===== src/rtl/window_pkg.sv =====
// rtl/window_pkg.sv - shared border modes, FSM states and helpers for the KxK window buffer
package window_pkg;

  localparam logic MODE_VALID = 1'b0;
  localparam logic MODE_SAME  = 1'b1;

  typedef enum logic [1:0] {
    IDLE  = 2'd0,
    RUN   = 2'd1,
    FLUSH = 2'd2
  } win_state_t;

  // Half-width of an odd kernel: number of zero columns padded on each side in SAME mode.
  function automatic int half_width(input int k);
    return (k - 1) / 2;
  endfunction

endpackage


===== src/rtl/window_buffer_kxk_if.sv =====
// rtl/window_buffer_kxk_if.sv - column-in / window-out stream bundle for the KxK window buffer
interface window_buffer_kxk_if #(
  parameter int K  = 3,
  parameter int DW = 8
);

  logic               mode_i;
  logic               valid_i;
  logic               ready_o;
  logic [K*DW-1:0]    rows_i;
  logic               valid_o;
  logic [K*K*DW-1:0]  window_o;
  logic               eol_o;
  logic               eof_o;

  modport master (
    output mode_i, valid_i, rows_i,
    input  ready_o, valid_o, window_o, eol_o, eof_o
  );

  modport slave (
    input  mode_i, valid_i, rows_i,
    output ready_o, valid_o, window_o, eol_o, eof_o
  );

endinterface


===== src/rtl/window_col_shifter.sv =====
// rtl/window_col_shifter.sv - KxK register array that shifts one column in from the right
module window_col_shifter #(
  parameter int K  = 3,
  parameter int DW = 8
) (
  input  logic              clk,
  input  logic              rst,
  input  logic              shift_en,
  input  logic              load_first,
  input  logic [K*DW-1:0]   col_in,
  output logic [K*K*DW-1:0] win
);

  // Element (r,c) lives at (r*K+c)*DW; column K-1 always takes the incoming column,
  // older columns either move left or are cleared at line start.
  always_ff @(posedge clk) begin
    if (rst) begin
      win <= '0;
    end else if (shift_en) begin
      for (int r = 0; r < K; r++) begin
        for (int c = 0; c < K - 1; c++) begin
          if (load_first) begin
            win[(r*K+c)*DW +: DW] <= '0;
          end else begin
            win[(r*K+c)*DW +: DW] <= win[(r*K+c+1)*DW +: DW];
          end
        end
        win[(r*K+K-1)*DW +: DW] <= col_in[r*DW +: DW];
      end
    end
  end

endmodule


===== src/rtl/window_buffer_kxk.sv =====
// rtl/window_buffer_kxk.sv - KxK sliding-window generator with VALID/SAME border modes
module window_buffer_kxk
  import window_pkg::*;
#(
  parameter int K    = 3,
  parameter int DW   = 8,
  parameter int COLS = 640,
  parameter int ROWS = 480
) (
  input  logic                 clk,
  input  logic                 rst,
  window_buffer_kxk_if.slave   bus
);

  localparam int R  = half_width(K);
  localparam int CW = (COLS > 1) ? $clog2(COLS) : 1;
  localparam int RW = (ROWS > 1) ? $clog2(ROWS) : 1;
  localparam int FW = (R > 1) ? $clog2(R) : 1;

  localparam logic [CW-1:0] COL_LAST  = CW'(COLS - 1);
  localparam logic [RW-1:0] ROW_LAST  = RW'(ROWS - 1);
  localparam logic [FW-1:0] FLSH_LAST = FW'(R - 1);
  localparam logic [CW-1:0] THR_VALID = CW'(K - 1);
  localparam logic [CW-1:0] THR_SAME  = CW'(R);

  win_state_t      state_q, state_d;
  logic [CW-1:0]   col_cnt;
  logic [RW-1:0]   row_cnt;
  logic [FW-1:0]   flush_cnt;
  logic            mode_q;

  logic            accept;
  logic            flushing;
  logic            eff_mode;
  logic            last_col;
  logic            last_row;
  logic            last_flush;
  logic [CW-1:0]   emit_thr;
  logic            emit;
  logic            eol_evt;
  logic [K*DW-1:0] col_in;

  assign bus.ready_o = !rst && (state_q != FLUSH);
  assign accept      = bus.valid_i && bus.ready_o;
  assign flushing    = (state_q == FLUSH);
  assign last_col    = (col_cnt == COL_LAST);
  assign last_row    = (row_cnt == ROW_LAST);
  assign last_flush  = (flush_cnt == FLSH_LAST);

  // The first beat of a frame must already obey the mode it is latching.
  assign eff_mode = (state_q == IDLE) ? bus.mode_i : mode_q;

  always_comb begin
    state_d  = state_q;
    emit_thr = (eff_mode == MODE_SAME) ? THR_SAME : THR_VALID;
    emit     = (accept && (col_cnt >= emit_thr)) || flushing;
    eol_evt  = (accept && last_col && (eff_mode == MODE_VALID)) ||
               (flushing && last_flush);
    case (state_q)
      IDLE: begin
        if (accept) state_d = RUN;
      end
      RUN: begin
        if (accept && last_col) begin
          if (mode_q == MODE_SAME) state_d = FLUSH;
          else if (last_row)       state_d = IDLE;
        end
      end
      FLUSH: begin
        if (last_flush) state_d = last_row ? IDLE : RUN;
      end
      default: state_d = IDLE;
    endcase
  end

  always_ff @(posedge clk) begin
    if (rst) begin
      state_q     <= IDLE;
      col_cnt     <= '0;
      row_cnt     <= '0;
      flush_cnt   <= '0;
      mode_q      <= MODE_VALID;
      bus.valid_o <= 1'b0;
      bus.eol_o   <= 1'b0;
      bus.eof_o   <= 1'b0;
    end else begin
      state_q <= state_d;
      if (accept && (state_q == IDLE)) mode_q <= bus.mode_i;
      if (accept)   col_cnt   <= last_col   ? '0 : col_cnt + 1'b1;
      if (flushing) flush_cnt <= last_flush ? '0 : flush_cnt + 1'b1;
      if (eol_evt)  row_cnt   <= last_row   ? '0 : row_cnt + 1'b1;
      bus.valid_o <= emit;
      bus.eol_o   <= eol_evt;
      bus.eof_o   <= eol_evt && last_row;
    end
  end

  // Flush cycles shift zeros in to form the right-edge padding.
  assign col_in = flushing ? '0 : bus.rows_i;

  window_col_shifter #(
    .K  (K),
    .DW (DW)
  ) u_shifter (
    .clk        (clk),
    .rst        (rst),
    .shift_en   (accept || flushing),
    .load_first (accept && (col_cnt == '0)),
    .col_in     (col_in),
    .win        (bus.window_o)
  );

endmodule


===== src/flat_wrapper.sv =====
// flat-port wrapper written by rule: the top's interface ports become plain ports
module window_buffer_kxk_flat import window_pkg::*;
#(
  parameter int K    = 3,
  parameter int DW   = 8,
  parameter int COLS = 640,
  parameter int ROWS = 480
)
  (clk, rst, bus_mode_i, bus_valid_i, bus_rows_i, bus_ready_o, bus_valid_o, bus_window_o, bus_eol_o, bus_eof_o);
  window_buffer_kxk_if #(.K(K), .DW(DW)) bus_i ();
  input  logic clk;
  input  logic rst;
  input wire logic [$bits(bus_i.mode_i)-1:0] bus_mode_i;
  input wire logic [$bits(bus_i.valid_i)-1:0] bus_valid_i;
  input wire logic [$bits(bus_i.rows_i)-1:0] bus_rows_i;
  output wire logic [$bits(bus_i.ready_o)-1:0] bus_ready_o;
  output wire logic [$bits(bus_i.valid_o)-1:0] bus_valid_o;
  output wire logic [$bits(bus_i.window_o)-1:0] bus_window_o;
  output wire logic [$bits(bus_i.eol_o)-1:0] bus_eol_o;
  output wire logic [$bits(bus_i.eof_o)-1:0] bus_eof_o;
  assign bus_i.mode_i = bus_mode_i;
  assign bus_i.valid_i = bus_valid_i;
  assign bus_i.rows_i = bus_rows_i;
  assign bus_ready_o = bus_i.ready_o;
  assign bus_valid_o = bus_i.valid_o;
  assign bus_window_o = bus_i.window_o;
  assign bus_eol_o = bus_i.eol_o;
  assign bus_eof_o = bus_i.eof_o;
  window_buffer_kxk #(.K(K), .DW(DW), .COLS(COLS), .ROWS(ROWS)) u_core (.clk(clk), .rst(rst), .bus(bus_i));
endmodule

===== config.mk =====
export PLATFORM = sky130hd
export DESIGN_NAME = window_buffer_kxk_flat
export DESIGN_NICKNAME = d
export VERILOG_FILES = /design/src/rtl/window_pkg.sv /design/src/rtl/window_buffer_kxk_if.sv /design/src/rtl/window_col_shifter.sv /design/src/rtl/window_buffer_kxk.sv /design/src/flat_wrapper.sv
export SDC_FILE = /design/constraint.sdc
export NUM_CORES = 1
export LEC_CHECK = 0
export BUFFER_PORTS_ARGS = -buffer_cell sky130_fd_sc_hd__buf_4
export CORE_MARGIN = 5
export CORE_UTILIZATION = 31
export CTS_BUF_LIST = sky130_fd_sc_hd__clkbuf_4
export CTS_CLUSTER_DIAMETER = 150
export DETAILED_ROUTE_END_ITERATION = 10
export SYNTH_ARGS = -nofsm -noshare
export SYNTH_HDL_FRONTEND = slang
export SYNTH_SLANG_ARGS = --single-unit

===== constraint.sdc =====
create_clock -name clk -period 2.1 [get_ports clk]
set_clock_uncertainty 0.2 [all_clocks]
set_input_delay 0 -clock clk [delete_from_list [all_inputs] [get_ports clk]]
set_output_delay 0 -clock clk [all_outputs]
set_load 0.01 [all_outputs]

## Yosys cells after proc, flatten, opt, wreduce, memory -nomap -nowiden

Index checks and enable logic that the tools add are counted.

- Add/sub/neg operators: 3
- Magnitude comparators: 1
- Eq/ne operators: 9
- Muxes and demuxes: 19
- Bitwise gates (word level): 2
- Reduce and logical (&&, ||, !) cells: 16

Operator list:

| kind | number |
|---|---|
| $mux 8 | 6 |
| $mux 24 | 1 |
| $mux 2 | 6 |
| $add 10x1->10 const B | 1 |
| $eq 10x10->1 const B | 1 |
| $ge 10x10->1 | 1 |
| $logic_not 10->1 | 1 |
| $mux 10 | 1 |
| $add 9x1->9 const B | 1 |
| $eq 9x9->1 const B | 1 |
| $logic_and 1x1->1 | 9 |
| $mux 9 | 1 |
| $pmux 2 s3 | 1 |
| $ne 2x1->1 const B | 2 |
| $ne 2x2->1 const B | 2 |
| $reduce_and 4->1 | 1 |
| $logic_or 1x1->1 | 3 |
| $mux 1 | 3 |
| $ne 3x1->1 const B | 1 |
| $eq 2x1->1 const B | 1 |
| $eq 2x2->1 const B | 1 |
| $logic_not 2->1 | 1 |
| $not 1->1 | 2 |
| $add 1x1->1 const B | 1 |
| $logic_not 1->1 | 1 |

- Register bits after elaboration: 98
- Bits of input ports: 28
- Output and inout port bits: 76
- Logic and storage cells: 59

## Logic depth before layout (Yosys ltp)

Gate-level depths: netlist (run 1).

- Depth after elaboration: 7
- Mapped depth: 9
- Mapped depth without buffers: 9

## By module

Synthesis (run 1) repeated with hierarchy kept, for this count alone.

- Cell total of the unflattened synthesis: 467
- Area total of the unflattened synthesis: 4,267.8 um2

By module, submodules not included:

| module | instances | cells an instance | area each (um2) | sequential area each (um2) |
|---|---|---|---|---|
| window_col_shifter | 1 | 291 | 2,849.0 | 1,441.4 |
| window_buffer_kxk | 1 | 176 | 1,418.9 | 500.5 |

## Worst setup path before layout (run 1)

OpenSTA, ideal clock, no wires.

- Path kind: reg-to-reg
- Start point: register u_core.col_cnt[1]
- End point: register u_core.row_cnt[5]
- Setup time: 0.071 ns
- Data arrival time: 1.691 ns
- Required time: 1.829 ns
- Path slack: 0.139 ns
- Stages on the path, launching flop included: 7
- Path buffers: 0
- Period minus slack after synthesis: 1.961 ns
- Cells stage by stage: dfxtp_1 ha_1 nand2_1 nor4b_4 a31oi_2 or4_1 a21oi_1

- Longest elaborated chain between the ends: 4

Ends and longest elaborated chain:

| item | RTL line | RTL |
|---|---|---|
| start, declared | window_buffer_kxk.sv:27 | `logic [CW-1:0] col_cnt;` |
| start signal, assigned | window_buffer_kxk.sv:89 | `if (accept) col_cnt <= last_col ? '0 : col_cnt + 1'b1;` |
| $eq 10x10->1 | window_buffer_kxk.sv:46 | `assign last_col = (col_cnt == COL_LAST);` |
| $logic_and 1x1->1 (2 in series) | window_buffer_kxk.sv:57 | `eol_evt = (accept && last_col && (eff_mode == MODE_VALID)) \|\|` |
| $logic_or 1x1->1 | window_buffer_kxk.sv:57 |  |
| end signal, assigned | window_buffer_kxk.sv:91 | `if (eol_evt) row_cnt <= last_row ? '0 : row_cnt + 1'b1;` |
| end, declared | window_buffer_kxk.sv:28 | `logic [RW-1:0] row_cnt;` |

Every way passes these cells.
A chain may end at the register's enable or synchronous reset.

## Worst setup path in the final report (run 1)

- Start point: register u_core.col_cnt[0]
- End point: register u_core.row_cnt[5]

The elaborated chain is that of the path after synthesis.

==> impl_results.md, run 1 <==
- Sequential area share after synthesis: 53.2%
- DP HPWL: 6450 um
- Clk_lat worst skew: 0.45 ns
- Worst-path clk slew: 0.15 ns
- Total global routing overflow: 0
- DR DRC count: 0
- CTS root buf: clkbuf_4
- Outcome: finished clean
- Leak: 0.00224 uW
- Pre-CTS WS: 0.0286 ns
- Cell count after synthesis: 383
- Xor/xnor cell area share of the yosys netlist: 2.16%
- Row count: 39
- Starting density of the core: 31.8%
- Post-synth top area share: 53.2%
- Chip height: 118 um
- Core Area: 11500 um2
- Max-slew violations: 0
- # setup viols final: 0
- Hold wc startpoint: bus_rows_i[13]
- Detailed Routing Iterations Pass 1: 4
- First-pass GRT wire length: 16100 um
- Largest net degree at the start of global routing: 64
- Synth area leader: dfxtp_1
- Clk sinks: 97
- Worst path top cell family by delay: simple AND/OR/NAND/NOR gates
- Area delta synth->final: 46.1%
- Final Hold Viols: 0
- Layout cells sized above 1: 29.3%
- CP peak stage delay: 0.52 ns
- Max-cap check violation count: 0
- Worst-Margin Slew: 0.690 ns
- Internal: 2590 uW
- Worst path required time: 2.28 ns
- CP Buf/Inv Count: 0
- Synthesized Nets: 416
- H-tree Lvls: 3
- Yosys cell types: 38
- Post-Synth Simple-Gate Area: 17.8%
- Crit-path cells: ha_4 > nand2_2 > nor4b_4 > a31oi_4 > or4_4 > a21oi_2
- Switching part of the total: 25.0%
- Power Density: 648 nW/um2
- Clock Tree Buf Depth: 2
- Die Wd: 118 um
- VDD IR max: 0.000356 V
- Peak Freq: 489 MHz
- RSZ-0062 raised after global routing: yes
- Ant diodes: 0
- Fin crit share: 97.5%
- CP Capture Type: flip-flop
- Initial drt markers: 179
- Number of global-route vias before repair: 3210
- Nets: 564
- Fillers: 1096
- Area of the mapped netlist: 3650 um2
- CTS buffer count: 9
- Sequential Power Share: 55.9%
- Compound-cell area share of the yosys netlist: 14.5%
- Synth Area in Adders: 1.72%
- Final Worst Setup Slack: 0.0531 ns
- Worst EP arrival: 2.23 ns
- Avg Cell Area, Syn: 9.52 um2
- Port bufs: 103
- Post-Route WL: 10000 um
- Clk pwr share: 32.1%
- GRT Total Usage: 13.8%
- Hold slack: 0.131 ns
- Combinational share of power: 11.9%
- RR Startpoint: u_core.col_cnt[0]$_SDFFE_PP0P_
- CP max FO: 8
- Path type of the worst setup path: reg2reg
- Async set or reset register ratio after synthesis: 0%
- WL per Instance: 14.7 um
- CTS tree: yes
- Vias post-DR: 3345
- Initial antenna violation count: 0
- Slew margin rel.: 54.0%
- Hold Path Class: in2reg
- Switching pwr: 862 uW
- Ys flop type: dfxtp_1
- Yosys reg bits: 97
- Final min period: 2.05 ns
- Worst-path cell with the longest stage delay: or4_4
- CP startpoint: u_core.col_cnt[0]$_SDFFE_PP0P_
- EDFF count, synth: 0
- Top Ports: 104
- Critical Path Source Type: flip-flop
- Top post-synthesis cells by area: dfxtp_1 53%, a22oi_1 9.9%, nor2_1 9.5%
- Drt via density: 4.93
- Detail Route Antenna Nets: 0
- Placer Congestion: 0.746
- Warnings from Yosys: 0
- Mux cell area share after synthesis: 7.14%
- Largest family of logic cells by synthesized area: simple AND/OR/NAND/NOR gates
- Total Die Area: 14000 um2
[power by group through the flow]
stage          logic (uW)  clock network (uW)  registers [uW]
3_5_place_dp          333                   0            1970
6_report              412                1110            1930
2_1_floorplan         155                   0            1980
3_3_place_gp          329                   0            1970
5_1_grt               451                1220            1940
4_1_cts               410                1160            1930
[Yosys cell counts, types with 3 or more instances]
master / number
and3_1: 4
mux2i_1: 26
and4_1: 4
ha_1: 5
a22oi_1: 48
o31ai_1: 4
nand2b_1: 3
a21oi_1: 10
or3_1: 3
nand2_1: 11
inv_1: 7
nand3_1: 7
buf_2: 5
xor2_1: 5
dfxtp_1: 97
o21ai_0: 3
nor2_1: 92
o211ai_1: 3
xnor2_1: 4
clkbuf_1: 20
[state kept, by name, indices dropped and copies added (netlist names)]
register,flops
u_core.bus.valid_o,1
u_core.col_cnt,10
u_core.u_shifter.win,72
u_core.state_q,2
u_core.bus.eol_o,1
u_core.row_cnt,9
u_core.mode_q,1
u_core.bus.eof_o,1
[metal layers]
metal | track usage, % | up-vias | part of all wire (%)
li1 | - | 1636 | -
met1 | 16.5 | 1583 | 43
met5 | 0 | - | 0
met2 | 22.9 | 115 | 47
met4 | 4.25 | 0 | 1.6
met3 | 5.54 | 11 | 8.6
[tightest hold or removal path: cells and delay by family]
family                 cells  cell delay (ns)
buffers and inverters      2             0.62
and+or+nand+nor            1             0.08
muxes                      1             0.05
[through the flow]
step	area (um2)	instances	setup TNS (ns)	utilization, %	power, uW
after floorplan	3650	383	0	-	2140
after global placement	4630	616	0	40.4	2300
after detailed placement	4630	616	0	40.4	2300
after CTS	5230	675	0	45.6	3500
after global routing	5330	679	-0.0460	46.5	3610
final	5330	679	0	46.5	3450
[logic make-up after synthesis]
group,Yosys count
DFF,97
buffers and inverters,32
muxes,26
and+or+nand+nor,140
xor gates and xnor gates,9
AOI/OAI and AO/OA,74
adders and majority gates,5
[worst paths after layout]
path / cells past startpoint / slack [ns] / end
max: 6 / 0.05 / u_core.row_cnt[5]$_SDFFE_PP0P_
min reg2reg: 2 / 0.28 / u_core.row_cnt[1]$_SDFFE_PP0P_
max reg2reg: 6 / 0.05 / u_core.row_cnt[5]$_SDFFE_PP0P_
min: 4 / 0.13 / u_core.u_shifter.win[45]$_SDFFE_PP0P_
[cell usage in the layout (no fill, tap or decap), drive strengths merged, types with 3 or more instances in the layout]
| cell | n |
|---|---|
| nand2 | 11 |
| inv | 8 |
| dfxtp | 97 |
| or3 | 3 |
| o21ai | 3 |
| dlygate4sd3 | 42 |
| nand2b | 3 |
| nor4b | 3 |
| nand3 | 7 |
| and4 | 4 |
| xnor2 | 4 |
| buf | 120 |
| clkbuf | 9 |
| mux2i | 26 |
| a22oi | 48 |
| xor2 | 5 |
| nor2 | 92 |
| o31ai | 4 |
| a21oi | 10 |
| ha | 5 |
| and3 | 4 |
| o211ai | 3 |
[repair_timing]
item,CTS,global route
gates resized for setup,2,22
hold buffers,42,0
pin swaps,0,6
endpoints found under the setup margin,1,8
setup buffers,1,4
endpoints found under the hold margin,64,0
[layout make-up]
| type | count | area (um2) | area share [%] |
|---|---|---|---|
| inverter | 7 | 26.3 | 0.493 |
| sequential | 97 | 1950 | 36.7 |
| tap | 143 | 179 | 3.36 |
| multi-input combinational | 254 | 1670 | 31.4 |
| clock inverter | 7 | 93.8 | 1.76 |
| clock buffer | 9 | 67.6 | 1.27 |
| timing repair buffer | 162 | 1340 | 25.1 |
Note: power is estimated with default switching activity, not from simulation.
==> run 2: changes to the inputs <==
- CORE_UTILIZATION: 31 -> 40
- PLACE_DENSITY: unset -> 0.67
==> run 2 against run 1 <==
  * Largest power group unchanged
  * Core utilization grew 14 points
  * Register-to-register slack about the same
  * Global-route usage increased by 4.0 points
==> impl_results.md, run 2 (synthesized netlist as in run 1, its figures left out) <==
- Peak Freq: 487 MHz (-0.38%)
- H-tree Lvls: 3 (unchanged)
- Most frequent cells in the layout: 113 x buf_4, 92 x dfxtp_1, 90 x nor2_1
- Internal: 2520 uW (-2.9%)
- Top Ports: 104 (unchanged)
- Clk_lat worst skew: 0.46 ns (about the same)
- Path type of the worst setup path: reg2reg
- Switching part of the total: 26.7% (+1.8 points)
- Initial antenna violation count: 0 (unchanged)
- Final min period: 2.05 ns (+0.00779 ns)
- Max reg flops: 72 (unchanged)
- Slew margin rel.: 64.8% (+11 points)
- First-pass GRT wire length: 16200 um (+0.94%)
- CTS root buf: clkbuf_4
- Worst-path clk slew: 0.16 ns (about the same)
- Leak: 0.00225 uW (+0.71%)
- Area delta synth->final: 47.0%
- Reg2Reg Setup Slack: 0.05 ns (about the same)
- Die Wd: 105 um (-11%)
- Final Worst Setup Slack: 0.0453 ns (-0.00779 ns)
- RR Startpoint: u_core.state_q[0]$_SDFFE_PP0P_
- Worst EP arrival: 2.18 ns (-0.05 ns)
- Worst-Margin Slew: 0.529 ns (-0.162 ns)
- Sequential Power Share: 56.2% (+0.3 points)
- DP HPWL: 6250 um (-3.1%)
- DR DRC count: 0 (unchanged)
- Pre-CTS WS: 0.0143 ns (-0.0143 ns)
- Hold slack: 0.299 ns (+0.168 ns)
- # setup viols final: 0 (unchanged)
- Worst Hold Depth: 2 (-2)
- Total global routing overflow: 0 (unchanged)
- FF-to-FF path depth: 9 (+3)
- WL per Instance: 15.3 um (+3.7%)
- Fin crit share: 97.8% (+0.37 points)
- Total Die Area: 11100 um2 (-21%)
- Critical Path Source Type: flip-flop
- Ant diodes: 0 (unchanged)
- Switching pwr: 918 uW (+6.5%)
- Vias post-DR: 3379 (+1.0%)
- Final Hold Viols: 0 (unchanged)
- Detailed Routing Iterations Pass 1: 4 (unchanged)
- Placer Congestion: 0.763 (+2.2%)
- Power Density: 641 nW/um2 (-1.1%)
- Clock Tree Buf Depth: 2 (unchanged)
- Top reg by flops: u_core.u_shifter.win
- Max-cap check violation count: 0 (unchanged)
- Drt via density: 5.19 (+5.4%)
- Largest net degree at the start of global routing: 49 (-23%)
- Chip height: 105 um (-11%)
- Clk sinks: 97 (unchanged)
- Worst path required time: 2.23 ns (-0.05 ns)
- CP Capture Type: flip-flop
- VDD IR max: 0.000389 V (+9.3%)
- CP max FO: 6 (-2)
- Reg-to-reg endpoint: u_core.bus.valid_o$_SDFF_PP0_
- Starting density of the core: 41.4% (+9.6 points)
- Commonest non-fill, non-tap cell in the layout: buf_4
- Port bufs: 103 (unchanged)
- Layout cells sized above 1: 28.7% (-0.56 points)
- Clk pwr share: 30.9% (-1.2 points)
- CTS tree: yes
- Post-Route WL: 9940 um (-0.61%)
- Max-slew violations: 0 (unchanged)
- Initial drt markers: 108 (-40%)
- Setup_tns: 0 ns (unchanged)
- Hold Path Class: reg2reg
- RSZ-0062 raised after global routing: yes
- Hold wc startpoint: u_core.row_cnt[1]$_SDFFE_PP0P_
- CTS buffer count: 9 (unchanged)
- Number of global-route vias before repair: 3382 (+5.4%)
- Row count: 34 (-13%)
- Detail Route Antenna Nets: 0 (unchanged)
- Nets: 571 (+1.2%)
- Outcome: finished clean
- Largest regs: u_core.u_shifter.win (72), u_core.col_cnt (10), u_core.row_cnt (9)
- Core Area: 8810 um2 (-23%)
- Combinational share of power: 12.8% (+0.9 points)
- GRT Total Usage: 17.8% (+4.0 points)
- Hold Path End: u_core.row_cnt[1]$_SDFFE_PP0P_
-- run 2: power groups by stage --
stage	combinational, uW	sequential [uW]	clock, uW
2_1_floorplan	155	1980	0
3_3_place_gp	326	1970	0
3_5_place_dp	333	1970	0
4_1_cts	428	1930	1090
5_1_grt	482	1940	1170
6_report	441	1930	1060
-- run 2: area by class of cell --
cell class,instances,area [um2]
clock buffer,9,67.6
fill,759,3440
multi-input combinational,254,1680
sequential,97,1960
inverter,7,26.3
clock inverter,7,81.3
tap,108,135
timing repair buffer,169,1420
-- run 2: worst max-delay path by stage --
stage,from,cells past startpoint,slack (ns),end
2_1_floorplan,u_core.col_cnt[1]$_SDFFE_PP0P_,6,0.14,u_core.row_cnt[5]$_SDFFE_PP0P_
3_3_place_gp,u_core.state_q[0]$_SDFFE_PP0P_,9,0.11,u_core.bus.valid_o$_SDFF_PP0_
3_5_place_dp,u_core.state_q[1]$_SDFFE_PP0P_,5,0.01,u_core.row_cnt[3]$_SDFFE_PP0P_
4_1_cts,u_core.col_cnt[1]$_SDFFE_PP0P_,6,0.006,u_core.row_cnt[5]$_SDFFE_PP0P_
5_1_grt,u_core.state_q[0]$_SDFFE_PP0P_,9,-0.07,u_core.bus.valid_o$_SDFF_PP0_
6_report,u_core.state_q[0]$_SDFFE_PP0P_,9,0.05,u_core.bus.valid_o$_SDFF_PP0_
-- run 2: what timing repair did --
action                                 4_1_cts  5_1_grt
endpoints found under the hold margin       91        0
setup buffers                                0        2
hold buffers                                52        0
resized for setup                            2       25
pin swaps                                    0        7
cloned                                       0        1
setup endpoints to repair                    2        9
-- run 2: worst max-delay path, cell delays in order (launching register included) --
cell	delay, ns
dfxtp_4	0.40
nor2_4	0.13
mux2i_2	0.25
inv_1	0.09
ha_1	0.29
nand2b_1	0.17
a21oi_2	0.14
nand2_1	0.06
a21oi_1	0.14
nor2_1	0.06
-- run 2: layer usage --
metal / GRT usage (%) / up-vias / routed length, um
met3: 7.82 / 16 / 836
met2: 29.3 / 107 / 4710
met4: 5.64 / 0 / 163
li1: - / 1653 / -
met1: 20.8 / 1603 / 4230
met5: 0 / - / 0
-- run 2: through the flow --
step                util (%)  instances  cell area, um2  power (uW)
finish                  60.9        651            5360        3430
global route            60.9        651            5360        3590
CTS                     59.7        648            5260        3450
detailed placement      52.0        580            4580        2300
global placement        52.0        580            4580        2290
floorplan                  -        383            3650        2140
